**src/rtl/hash_unwind_if.sv**
```systemverilog
// hash_unwind_if: start/done request bus carrying the hash to unwind and the recovered state
interface hash_unwind_if #(parameter int NUM_ROUNDS = 8);
  logic                    start;
  logic [31:0]             final_state;
  logic [8*NUM_ROUNDS-1:0] msg;
  logic [31:0]             expected_init;
  logic                    busy;
  logic                    done;
  logic [31:0]             init_state;
  logic                    match;
  modport master (output start, final_state, msg, expected_init,
                  input  busy, done, init_state, match);
  modport slave  (input  start, final_state, msg, expected_init,
                  output busy, done, init_state, match);
endinterface

```
**src/rtl/hash_unwind.sv**
```systemverilog
// hash_unwind: undoes the byte-wise hash one round per clock, last round first, and returns the initial state
module hash_unwind #(parameter int NUM_ROUNDS = 8) (
  input logic          clk,
  input logic          rst_n,
  hash_unwind_if.slave bus
);
  typedef enum logic [1:0] {IDLE, RUN, DONE} state_t;
  state_t      r_state, w_next;
  logic [31:0] r_work, r_exp, r_init;
  logic [63:0] r_msg;
  logic [2:0]  r_cnt;
  logic        r_done, r_match;
  logic [7:0]  w_c, w_b, w_rot, w_d, w_mix, w_byte, w_rr, w_a;
  always_comb begin
    w_c    = r_work[31:24];
    w_b    = r_work[23:16];
    w_rot  = r_work[15:8];
    w_d    = r_work[7:0];
    w_mix  = (r_cnt <= 3'd2) ? ((w_c & w_b) | (~w_b & w_d)) :
             (r_cnt <= 3'd4) ? ((w_c & w_b) | (w_b & w_d) | (w_c & w_d)) :
                               (w_b ^ w_c ^ w_d);
    w_byte = r_msg[{r_cnt, 3'b000} +: 8];
    w_rr   = (w_rot >> r_cnt) | (w_rot << (4'd8 - {1'b0, r_cnt}));
    w_a    = w_rr - w_mix - w_byte;
  end
  always_comb begin
    w_next = (r_state == IDLE) ? (bus.start ? RUN : IDLE) :
             (r_state == RUN)  ? ((r_cnt == 3'd0) ? DONE : RUN) : IDLE;
  end
  always_ff @(posedge clk or negedge rst_n)
    if (!rst_n) r_state <= IDLE;
    else        r_state <= w_next;
  // the counter exit test precedes the decrement, so it never wraps
  always_ff @(posedge clk or negedge rst_n)
    if (!rst_n) begin
      r_work  <= '0;
      r_msg   <= '0;
      r_exp   <= '0;
      r_cnt   <= '0;
      r_done  <= 1'b0;
      r_init  <= '0;
      r_match <= 1'b0;
    end else begin
      r_done <= (r_state == DONE);
      if (r_state == IDLE && bus.start) begin
        r_work <= bus.final_state;
        r_msg  <= 64'(bus.msg);
        r_exp  <= bus.expected_init;
        r_cnt  <= 3'(NUM_ROUNDS - 1);
      end else if (r_state == RUN) begin
        r_work <= {w_d, w_c, w_b, w_a};
        if (r_cnt != 3'd0) r_cnt <= r_cnt - 3'd1;
      end else if (r_state == DONE) begin
        r_init  <= r_work;
        r_match <= (r_work == r_exp);
      end
    end
  assign bus.busy       = (r_state == RUN);
  assign bus.done       = r_done;
  assign bus.init_state = r_init;
  assign bus.match      = r_match;
endmodule

```
**src/flat_wrapper.sv**
```systemverilog
// flat-port wrapper written by rule: the top's interface ports become plain ports
module hash_unwind_flat 
#(parameter int NUM_ROUNDS = 8)
  (clk, rst_n, bus_start, bus_final_state, bus_msg, bus_expected_init, bus_busy, bus_done, bus_init_state, bus_match);
  hash_unwind_if #(.NUM_ROUNDS(NUM_ROUNDS)) bus_i ();
  input logic clk;
  input logic rst_n;
  input wire logic [$bits(bus_i.start)-1:0] bus_start;
  input wire logic [$bits(bus_i.final_state)-1:0] bus_final_state;
  input wire logic [$bits(bus_i.msg)-1:0] bus_msg;
  input wire logic [$bits(bus_i.expected_init)-1:0] bus_expected_init;
  output wire logic [$bits(bus_i.busy)-1:0] bus_busy;
  output wire logic [$bits(bus_i.done)-1:0] bus_done;
  output wire logic [$bits(bus_i.init_state)-1:0] bus_init_state;
  output wire logic [$bits(bus_i.match)-1:0] bus_match;
  assign bus_i.start = bus_start;
  assign bus_i.final_state = bus_final_state;
  assign bus_i.msg = bus_msg;
  assign bus_i.expected_init = bus_expected_init;
  assign bus_busy = bus_i.busy;
  assign bus_done = bus_i.done;
  assign bus_init_state = bus_i.init_state;
  assign bus_match = bus_i.match;
  hash_unwind #(.NUM_ROUNDS(NUM_ROUNDS)) u_core (.clk(clk), .rst_n(rst_n), .bus(bus_i));
endmodule
```
**config.mk**
```make
export PLATFORM = sky130hd
export DESIGN_NAME = hash_unwind_flat
export DESIGN_NICKNAME = d
export VERILOG_FILES = /design/src/rtl/hash_unwind_if.sv /design/src/rtl/hash_unwind.sv /design/src/flat_wrapper.sv
export SDC_FILE = /design/constraint.sdc
export NUM_CORES = 1
export LEC_CHECK = 0
export CORE_MARGIN = 5
export CORE_UTILIZATION = 42
export DETAILED_ROUTE_END_ITERATION = 10
export GPL_TIMING_DRIVEN = 0
export PLACE_DENSITY = 0.73
export SLEW_MARGIN = 20
export SYNTH_ARGS = -nofsm -noshare
export SYNTH_HDL_FRONTEND = slang
export SYNTH_SLANG_ARGS = --single-unit
```
**constraint.sdc**
```tcl
create_clock -name clk -period 8.29 [get_ports clk]
set_clock_uncertainty 0.2 [all_clocks]
set_input_delay 1.658 -clock clk [delete_from_list [all_inputs] [get_ports clk]]
set_output_delay 1.658 -clock clk [all_outputs]
set_load 0.02 [all_outputs]
```
==> results of run 1 <==
## synthesized netlist by cell type, types with 2 or more instances
library cell / number
sky130_fd_sc_hd__nand2_1: 380
sky130_fd_sc_hd__o21a_1: 2
sky130_fd_sc_hd__and3_1: 3
sky130_fd_sc_hd__o21ai_1: 5
sky130_fd_sc_hd__xor2_1: 12
sky130_fd_sc_hd__a21oi_1: 18
sky130_fd_sc_hd__mux4_2: 17
sky130_fd_sc_hd__mux2_2: 38
sky130_fd_sc_hd__clkbuf_8: 2
sky130_fd_sc_hd__a221o_1: 4
sky130_fd_sc_hd__ha_1: 10
sky130_fd_sc_hd__and2_1: 2
sky130_fd_sc_hd__nand3b_1: 4
sky130_fd_sc_hd__o21ai_0: 14
sky130_fd_sc_hd__nand4_1: 5
sky130_fd_sc_hd__nand3_1: 3
sky130_fd_sc_hd__nor3_1: 6
sky130_fd_sc_hd__a22oi_1: 24
sky130_fd_sc_hd__xnor2_1: 25
sky130_fd_sc_hd__nor2_1: 18
sky130_fd_sc_hd__fa_1: 15
sky130_fd_sc_hd__buf_1: 3
sky130_fd_sc_hd__nand2b_1: 4
sky130_fd_sc_hd__a211oi_1: 3
sky130_fd_sc_hd__a31oi_1: 4
sky130_fd_sc_hd__buf_6: 4
sky130_fd_sc_hd__mux2_1: 2
sky130_fd_sc_hd__o211ai_1: 4
sky130_fd_sc_hd__mux2i_1: 18
sky130_fd_sc_hd__buf_2: 2
sky130_fd_sc_hd__inv_1: 20
sky130_fd_sc_hd__nor2b_1: 3
sky130_fd_sc_hd__nor4_1: 3
sky130_fd_sc_hd__dfrtp_1: 167
sky130_fd_sc_hd__clkbuf_1: 38
## power by group through the flow
stage               Combinational, mW  Sequential (mW)  Clock (mW)
floorplan                        2.69             1.56           0
global placement                 3.59             1.61           0
detailed placement               3.67             1.63           0
CTS                              3.71             1.62       0.881
global route                     4.14             1.67       0.913
finish                           3.70             1.62       0.868
## how the worst max path moves through the flow
| stage | from | to | slack (ps) | cells past startpoint |
|---|---|---|---|---|
| floorplan | u_core.r_cnt[0] | u_core.r_work[7] | 4360 | 20 |
| global placement | rst_n | u_core.r_msg[54] | -1460 | 1 |
| detailed placement | u_core.r_cnt[0] | u_core.r_work[7] | 3870 | 20 |
| CTS | u_core.r_cnt[0] | u_core.r_work[7] | 3840 | 20 |
| global route | u_core.r_cnt[0] | u_core.r_work[7] | 3470 | 20 |
| finish | u_core.r_cnt[0] | u_core.r_work[7] | 3820 | 20 |
## stage by stage
stage,utilization,instances,power [mW],setup slack (ps),hold WS [ps]
after CTS,0.558,1371,6.21,3840,275
after detailed placement,0.527,1339,5.30,3870,259
after global placement,0.525,1338,5.20,-1460,252
after global routing,0.558,1371,6.72,3470,297
final,0.558,1371,6.19,3820,274
after floorplan,-,903,4.25,4360,240
## state kept, by name, indices dropped and copies added (netlist names)
name and flops:
u_core.bus.done 1, u_core.r_exp 32, u_core.r_msg 64, u_core.r_cnt 3
u_core.bus.init_state 32, u_core.bus.match 1, u_core.r_work 32, u_core.r_state 2
## worst max-delay path: stages (launching register included)
cell	delay, ps
sky130_fd_sc_hd__dfrtp_1	440
sky130_fd_sc_hd__buf_6	190
sky130_fd_sc_hd__buf_6	200
sky130_fd_sc_hd__inv_2	120
sky130_fd_sc_hd__ha_1	300
sky130_fd_sc_hd__buf_2	200
sky130_fd_sc_hd__mux2_1	240
sky130_fd_sc_hd__nor2_1	40
sky130_fd_sc_hd__a211oi_1	210
sky130_fd_sc_hd__a31oi_1	90
sky130_fd_sc_hd__o22a_1	260
sky130_fd_sc_hd__fa_1	490
sky130_fd_sc_hd__inv_1	40
sky130_fd_sc_hd__ha_1	340
sky130_fd_sc_hd__a21oi_1	170
sky130_fd_sc_hd__o21ai_0	100
sky130_fd_sc_hd__a21o_1	180
sky130_fd_sc_hd__a21oi_1	160
sky130_fd_sc_hd__o21ai_0	140
sky130_fd_sc_hd__xnor2_1	180
sky130_fd_sc_hd__o21ai_1	80
## cell type report
class                           instances  area, um2
Timing Repair Buffer                  166       1680
Buffer                                 51        275
Clock inverter                         15        213
Sequential cell                       167       4180
Clock buffer                           17        425
Tap cell                              270        338
Fill cell                            1816       8960
Inverter                               22       96.3
Multi-Input combinational cell        663       4130
## per-layer routing
layer  routed length (um)  part of all wire  vias up
met3                 2270             0.088       45
met5                    0                 0        -
met4                  769             0.030        0
li1                     -                 -     3351
met1                10500              0.41     3422
met2                12100              0.47      324
## cell families (layout without fill, tap and decap cells)
group           after synthesis  count (layout)
flops                       167             167
simple gates                433             433
compound gates               93              93
xor+xnor                     37              37
fa+ha+maj                    25              25
buf+inv                      73             271
mux                          75              75
==> results list, run 1 <==
- The flow ran to the end, and the final reports show no timing, DRC or antenna violations.
- RSZ-0062 raised after global routing: no
- Number of cells produced by synthesis: 903
- Share of final-layout standard cells stronger than drive strength 1: 0.0981
- Vias in the first global route: 7,175
- Post-synth net total: between 1,000 and 1,500
* Clock tree from TritonCTS: done
- XOR/XNOR Fraction of Synth Area: 0.0374
- Entering global routing, the biggest net connects 95 pins.
- Initial detailed-routing violation count: approximately 510
- Power dissipated by switching net loads: between 2 and 3 mW
* Switching Share: 0.443
- Number of clock sinks seen by CTS: around 170
- In this run the critical register-to-register path is launched from u_core.r_cnt[0].
- In this run the cell area of the synthesized design comes to between 0.008 and 0.009 mm2.
* Sequential cell area fraction in the yosys report: 0.482
- VDD sags by at most between 500 and 600 uV.
* Number of hold buffers added after CTS: 0
- The worst register-to-register path has a depth of 20.
- The average instance in the mapped netlist occupies about 9.6 um2.
- Type of the worst setup path: flop to flop
- The number of endpoints with negative hold slack in the final report was 0.
* Leading post-synthesis cells by cell area: sky130_fd_sc_hd__dfrtp_1, sky130_fd_sc_hd__nand2_1, sky130_fd_sc_hd__mux2_2
* Max-slew violation total from the final report: 0
- After global routing the overflow that remains totals 0.
- Design internal power: 3.45 mW
* Total global routing track utilization: 0.219
* Grt met1 use: 0.293
- Drt first pass iters: 5
- Largest family of logic cells by synthesized area: simple AND/OR/NAND/NOR gates
* GR met3 Demand/Resource: 0.0579
- Global-route wire length before repair: between 40,000 and 50,000 um
* Synthesized-area fraction occupied by and/or/nand/nor cells: 0.197
- Highest attainable clock frequency: about 220 MHz
* Clock group share of total power: 0.140
* Leading cell types in the layout, fill and taps excluded: sky130_fd_sc_hd__nand2_1, sky130_fd_sc_hd__dfrtp_1, sky130_fd_sc_hd__clkdlybuf4s50_1
- Via count of the routed design: between 7,000 and 8,000
- Adder-cell share of the synthesized area: 0.0490
- Worst-Skew Late Latency: around 440 ps
- Worst hold path depth: 2
* Setup TNS: 0 ps
- Number of top-level pins: about 170
- Data arrives at the worst endpoint at between 4000 and 5000 ps.
* Total routed wirelength: roughly 26,000 um
- Total setup violations reported at the end of the flow: 0
* Post-synth top area share: 0.482
- The die covers about 0.024 mm2.
- After detailed routing, the average wire length per cell comes to between 15 and 20 um.
- The min-delay analysis places its worst path in the category flop to flop.
- Setup slack on the worst reg-to-reg path comes out at around 3800 ps.
* Ratio of final minimum period to clock period: 0.539
- Critical path launch point type: flop
- Total DRC errors in the routed layout: 0
* DIE HEIGHT: 154 um
* Number of synthesis warnings: 0
* Area after DPL: around 0.011 mm2
- Using the TritonRoute via totals, the vias-per-cell ratio works out to between 5 and 6.
- Post-CTS repair changed the size of 0 cells.
- In this run the most critical hold path is launched from u_core.r_msg[39].
- Post-CTS Setup Inserts: 0
- Number of maximum-capacitance violations: 0
* Antenna fix cells: 0
* Cell chosen for the clock root: sky130_fd_sc_hd__clkbuf_16
* Total power divided by cell area: about 550 mW/mm2
- Placer Congestion: slightly below 0.9
* Core area: 0.0203 mm2
- The synthesized design contains 0 enable-type register cells.
- Counting flops with an async set or reset pin after synthesis yields a share of 1.00.
- Area added between synthesis and finish: 30.7%
- Required time at the endpoint of the critical path: 8410 ps
- Port buffering added roughly 170 buffers.
* Post-synth top area cell: sky130_fd_sc_hd__dfrtp_1
* Die width: between 150 and 200 um
* Placed wire-length estimate: approximately 19,000 um
* Number of antenna violations at the first check in global routing: 0
* Final standard cell area without fillers: 0.0113 mm2
- Total Nets Final: approximately 1,200
- Of the post-synthesis cell area, the part taken by muxes is 0.117.
* H-tree levels: 4
* Sink of the worst hold path: u_core.r_msg[39]
- After global routing, the most crowded layer is met2.
* DRT antenna net count: 0
- After synthesis, the netlist uses between 50 and 60 different library cells.
- For this configuration, the core starts out at a cell density of 0.427.
- Portion of total power attributed to combinational logic: 0.598
- In this run the critical register-to-register path is captured at u_core.r_work[7].
- In the synthesized netlist the dominant register cell turns out to be sky130_fd_sc_hd__dfrtp_1.
- Clock tree buffer depth: 2
* Fraction of the mapped netlist area in compound gates: 0.0750
* Most common cell after layout, fill and taps aside: sky130_fd_sc_hd__nand2_1
- For this design the static power due to leakage is 5.26 nW.
* Met2 layer usage reported by global route: 0.346
- Critical path peak fanout: 10
- At the pin with the least slew margin, the transition time is approximately 830 ps.
- The smallest clock period supported by the final layout is computed as between 4000 and 5000 ps.
- The worst setup path is captured at a flop.
- In this run, CTS created clock tree buffers numbering 17.
- Yosys reg bits: between 150 and 200
* Slew HR: 0.446
- Clock-pin slew was measured on the worst setup and hold paths at about 70 ps.
- The share of total power dissipated in sequential elements is 0.262.
* Std-Cell Rows: 52
Power figures use the tool's default switching activity.
==> inputs of run 2 (changes only) <==
PLACE_DENSITY = 0.75   (was 0.73)
clock period = 4.1 ns   (was 8.29 ns; I/O delays follow)
==> results list, run 2 (synthesized netlist as in run 1, its figures left out) <==
* Placed wire-length estimate: 18,800 um (was 18,600 um)
* Fraction of the core area covered by cells at the end of the flow: 0.562 (was 0.558)
- The data required time at the worst endpoint is 4220 ps (was 8410 ps).
* Worst-case setup margin in the final layout: 217 ps (was 3820 ps)
- The clock tree root buffer cell was sky130_fd_sc_hd__clkbuf_16 (unchanged).
* Via/cell ratio: 5.25 (was 5.21)
* DIE HEIGHT: 154 um (unchanged)
- Total power divided by cell area: 1130 mW/mm2 (was 546 mW/mm2)
- Type of the worst setup path: flop to flop (unchanged)
- The final RePlAce weighted congestion came to 0.883 (was 0.895).
- The CTS tree was done (unchanged).
- The transition time at the pin with the least slew margin is 804 ps (was 831 ps).
- Max-slew violation total from the final report: 0 (unchanged)
* Effective utilization at floorplan: 0.427 (unchanged)
- The number of search-and-repair iterations in the first detailed-routing pass was 5 (unchanged).
* Worst slack, placed: -311 ps (was 3870 ps)
- The first-pass GRT wire length was 40,000 um (was 40,100 um).
- Multi-input gate area in the final layout: 0.00418 mm2 (was 0.00413 mm2)
- Number of top-level pins: 166 (unchanged)
- The signal arrival time at the worst endpoint was 4000 ps (was 4590 ps).
- Leading cell types in the layout, fill and taps excluded: sky130_fd_sc_hd__nand2_1, sky130_fd_sc_hd__dfrtp_1, sky130_fd_sc_hd__clkdlybuf4s50_1 (unchanged).
* Antenna fix cells: 0 (unchanged)
- The maximum clock frequency was 258 MHz (was 224 MHz).
- Filler cell count: 1,780 (was 1,816)
- The clock sink count came to 167 (unchanged).
- Largest net degree at the start of global routing: 90 (was 95)
- The post-route clock period utilization was 0.947 (was 0.539).
- Reg2Reg Depth: 19 (was 20)
* Final-report hold violation count: 0 (unchanged)
- The routed wire length came to 25,900 um (was 25,600 um).
- The total DRC errors in the routed layout came to 0 (unchanged).
- The remaining global-route overflow was 0 (unchanged).
- DRT antenna net count: 0 (unchanged)
* Area of the die: 0.0236 mm2 (unchanged)
* Vias in the first global route: 7,212 (was 7,175)
- The relative area change from synthesis to final layout came to 31.4% (was 30.7%).
- The leakage power total is 5.28 nW (was 5.26 nW).
- The number of buffers inserted during clock tree synthesis came to 17 (unchanged).
- The register bank with the most flops was u_core.r_msg (unchanged).
- The total number of nets in the final design came to 1,252 (was 1,244).
- H-tree levels: 4 (unchanged)
- Number of I/O port buffers: 165 (unchanged)
- The path class of the lowest-slack min-delay path is primary input to async pin (was flop to flop).
- The startpoint class of the critical path was a flop (unchanged).
* Most common cell after layout, fill and taps aside: sky130_fd_sc_hd__nand2_1 (unchanged)
* Die width: 154 um (unchanged)
- The number of flip-flops in the largest register was 64 (unchanged).
- The number of placement rows is 52 (unchanged).
* Number of maximum-capacitance violations: 0 (unchanged)
- Clock-pin slew reported for the worst setup and hold paths after clock tree synthesis: 70 ps (about the same)
* Via count of the routed design: 7,236 (was 7,142)
* Worst-Skew Late Latency: 440 ps (about the same)
- Core area: 0.0203 mm2 (unchanged)
- The count of hold-fix buffers inserted at cts came to 0 (unchanged).
- Shortest period the worst path allows: 3880 ps (was 4470 ps)
- The buffer depth of the longest clock path came to 2 (unchanged).
- Share of final-layout standard cells stronger than drive strength 1: 0.118 (was 0.0981)
- Total global routing track utilization: 0.217 (was 0.219)
- Slew HR: 0.464 (was 0.446)
- Critical Path, Cell by Cell: buf_12, inv_6, ha_1, buf_6, mux2_4, nor2_1, a211oi_2, a31oi_1, o22a_1, fa_1, inv_2, ha_4, a21oi_2, o21ai_0, a21o_1, a21oi_2, o21ai_1, xnor2_1, o21ai_1 (was buf_6, buf_6, inv_2, ha_1, buf_2, mux2_1, nor2_1, a211oi_1, a31oi_1, o22a_1, fa_1, inv_1, ha_1, a21oi_1, o21ai_0, a21o_1, a21oi_1, o21ai_0, xnor2_1, o21ai_1).
- Total setup violations reported at the end of the flow: 0 (unchanged)
* Worst VDD drop: 1150 uV (was 518 uV)
- The peak fanout along the critical path came to 10 (unchanged).
- Number of antenna violations at the first check in global routing: 0 (unchanged)
- Status: finished, final reports clean (unchanged)
- Number of gates on the worst path with buffers counted: 19 (was 20)
- The critical path buffer and inverter count was 4 (was 5).
- The family of cells with the greatest summed delay on the critical path is compound AO/OA/AOI/OAI gates (unchanged).
- The number of violations reported at the end of detailed-routing iteration 0 came to 567 (was 505).
* Avg WL per Cell: 18.8 um (was 18.7 um)
- Total area of sequential cells: 0.00418 mm2 (about the same)
- Endpoint class of the critical path: flop (unchanged)
* Library cell contributing the largest single delay on the critical path: sky130_fd_sc_hd__dfrtp_2 (was sky130_fd_sc_hd__fa_1)
* Crit path largest cell delay: 440 ps (was 490 ps)
## run 2: cell count changes in the layout (fill, tap and decap cells not counted), moves of 3 or more
cell	change
sky130_fd_sc_hd__buf_4	+10
sky130_fd_sc_hd__inv_6	-4
sky130_fd_sc_hd__clkbuf_1	-3
sky130_fd_sc_hd__clkinv_2	+3
sky130_fd_sc_hd__inv_1	-3
## run 2: metal layers
metal  vias up  GRT usage  wire length, um
met3        50     0.0548             2010
li1       3362          -                -
met5         -          0                0
met4         0     0.0593              631
met1      3508      0.288            10900
met2       316      0.357            12300
## run 2: final timing paths
path / startpoint / slack [ps] / to
setup / recovery: u_core.r_cnt[0] / 220 / u_core.r_work[7]
hold / removal: rst_n / 160 / u_core.bus.init_state[26]
setup reg to reg: u_core.r_cnt[0] / 220 / u_core.r_work[7]
hold reg to reg: u_core.r_msg[53] / 270 / u_core.r_msg[53]
max in group asynchronous: rst_n / 2680 / u_core.r_msg[39]
min in group clk: u_core.r_msg[53] / 270 / u_core.r_msg[53]
## run 2: area by class of cell
class | count | share of cell area
clock inverter | 12 | 0.0115
timing repair buffer | 176 | 0.154
tap | 270 | 0.0296
buffer | 49 | 0.0247
multi-input combinational | 663 | 0.366
inverter | 22 | 0.00889
sequential | 167 | 0.367
clock buffer | 18 | 0.0377
## run 2: worst register-to-register path, cell delays in order, from the launching register on
cell	delay, ps
sky130_fd_sc_hd__dfrtp_2	440
sky130_fd_sc_hd__buf_12	140
sky130_fd_sc_hd__inv_6	80
sky130_fd_sc_hd__ha_1	250
sky130_fd_sc_hd__buf_6	160
sky130_fd_sc_hd__mux2_4	310
sky130_fd_sc_hd__nor2_1	120
sky130_fd_sc_hd__a211oi_2	60
sky130_fd_sc_hd__a31oi_1	210
sky130_fd_sc_hd__o22a_1	210
sky130_fd_sc_hd__fa_1	430
sky130_fd_sc_hd__inv_2	80
sky130_fd_sc_hd__ha_4	210
sky130_fd_sc_hd__a21oi_2	130
sky130_fd_sc_hd__o21ai_0	90
sky130_fd_sc_hd__a21o_1	190
sky130_fd_sc_hd__a21oi_2	130
sky130_fd_sc_hd__o21ai_1	90
sky130_fd_sc_hd__xnor2_1	170
sky130_fd_sc_hd__o21ai_1	70
## run 2: power by group
part           leakage [nW]  internal, mW  switching, mW
logic                  2.99          3.85           4.19
clock network         0.264         0.889          0.677
registers              2.03          2.46          0.802
total                  5.28          7.20           5.67
## run 2: what timing repair did
item / CTS / global route
endpoints found under the setup margin: 4 / 3
gates resized for setup: 6 / 23
pin swaps: 1 / 5
buffers inserted: 3 / 7
## run 2: metrics by stage
stage	hold WS [ps]	instance area [um2]	std cells	power (mW)	TNS [ps]
floorplan	240	8680	903	8.58	0
global placement	253	10700	1338	10.5	-801590
detailed placement	260	10700	1339	10.7	-682
CTS	190	11300	1370	12.4	0
global route	209	11400	1377	13.9	-8.80
finish	164	11400	1377	12.9	0
==> inputs of run 3 (changes only) <==
CTS_CLUSTER_DIAMETER = 80   (was default)
==> results of run 3 <==
Final layout, timing and power as in run 2 (identical DEF).
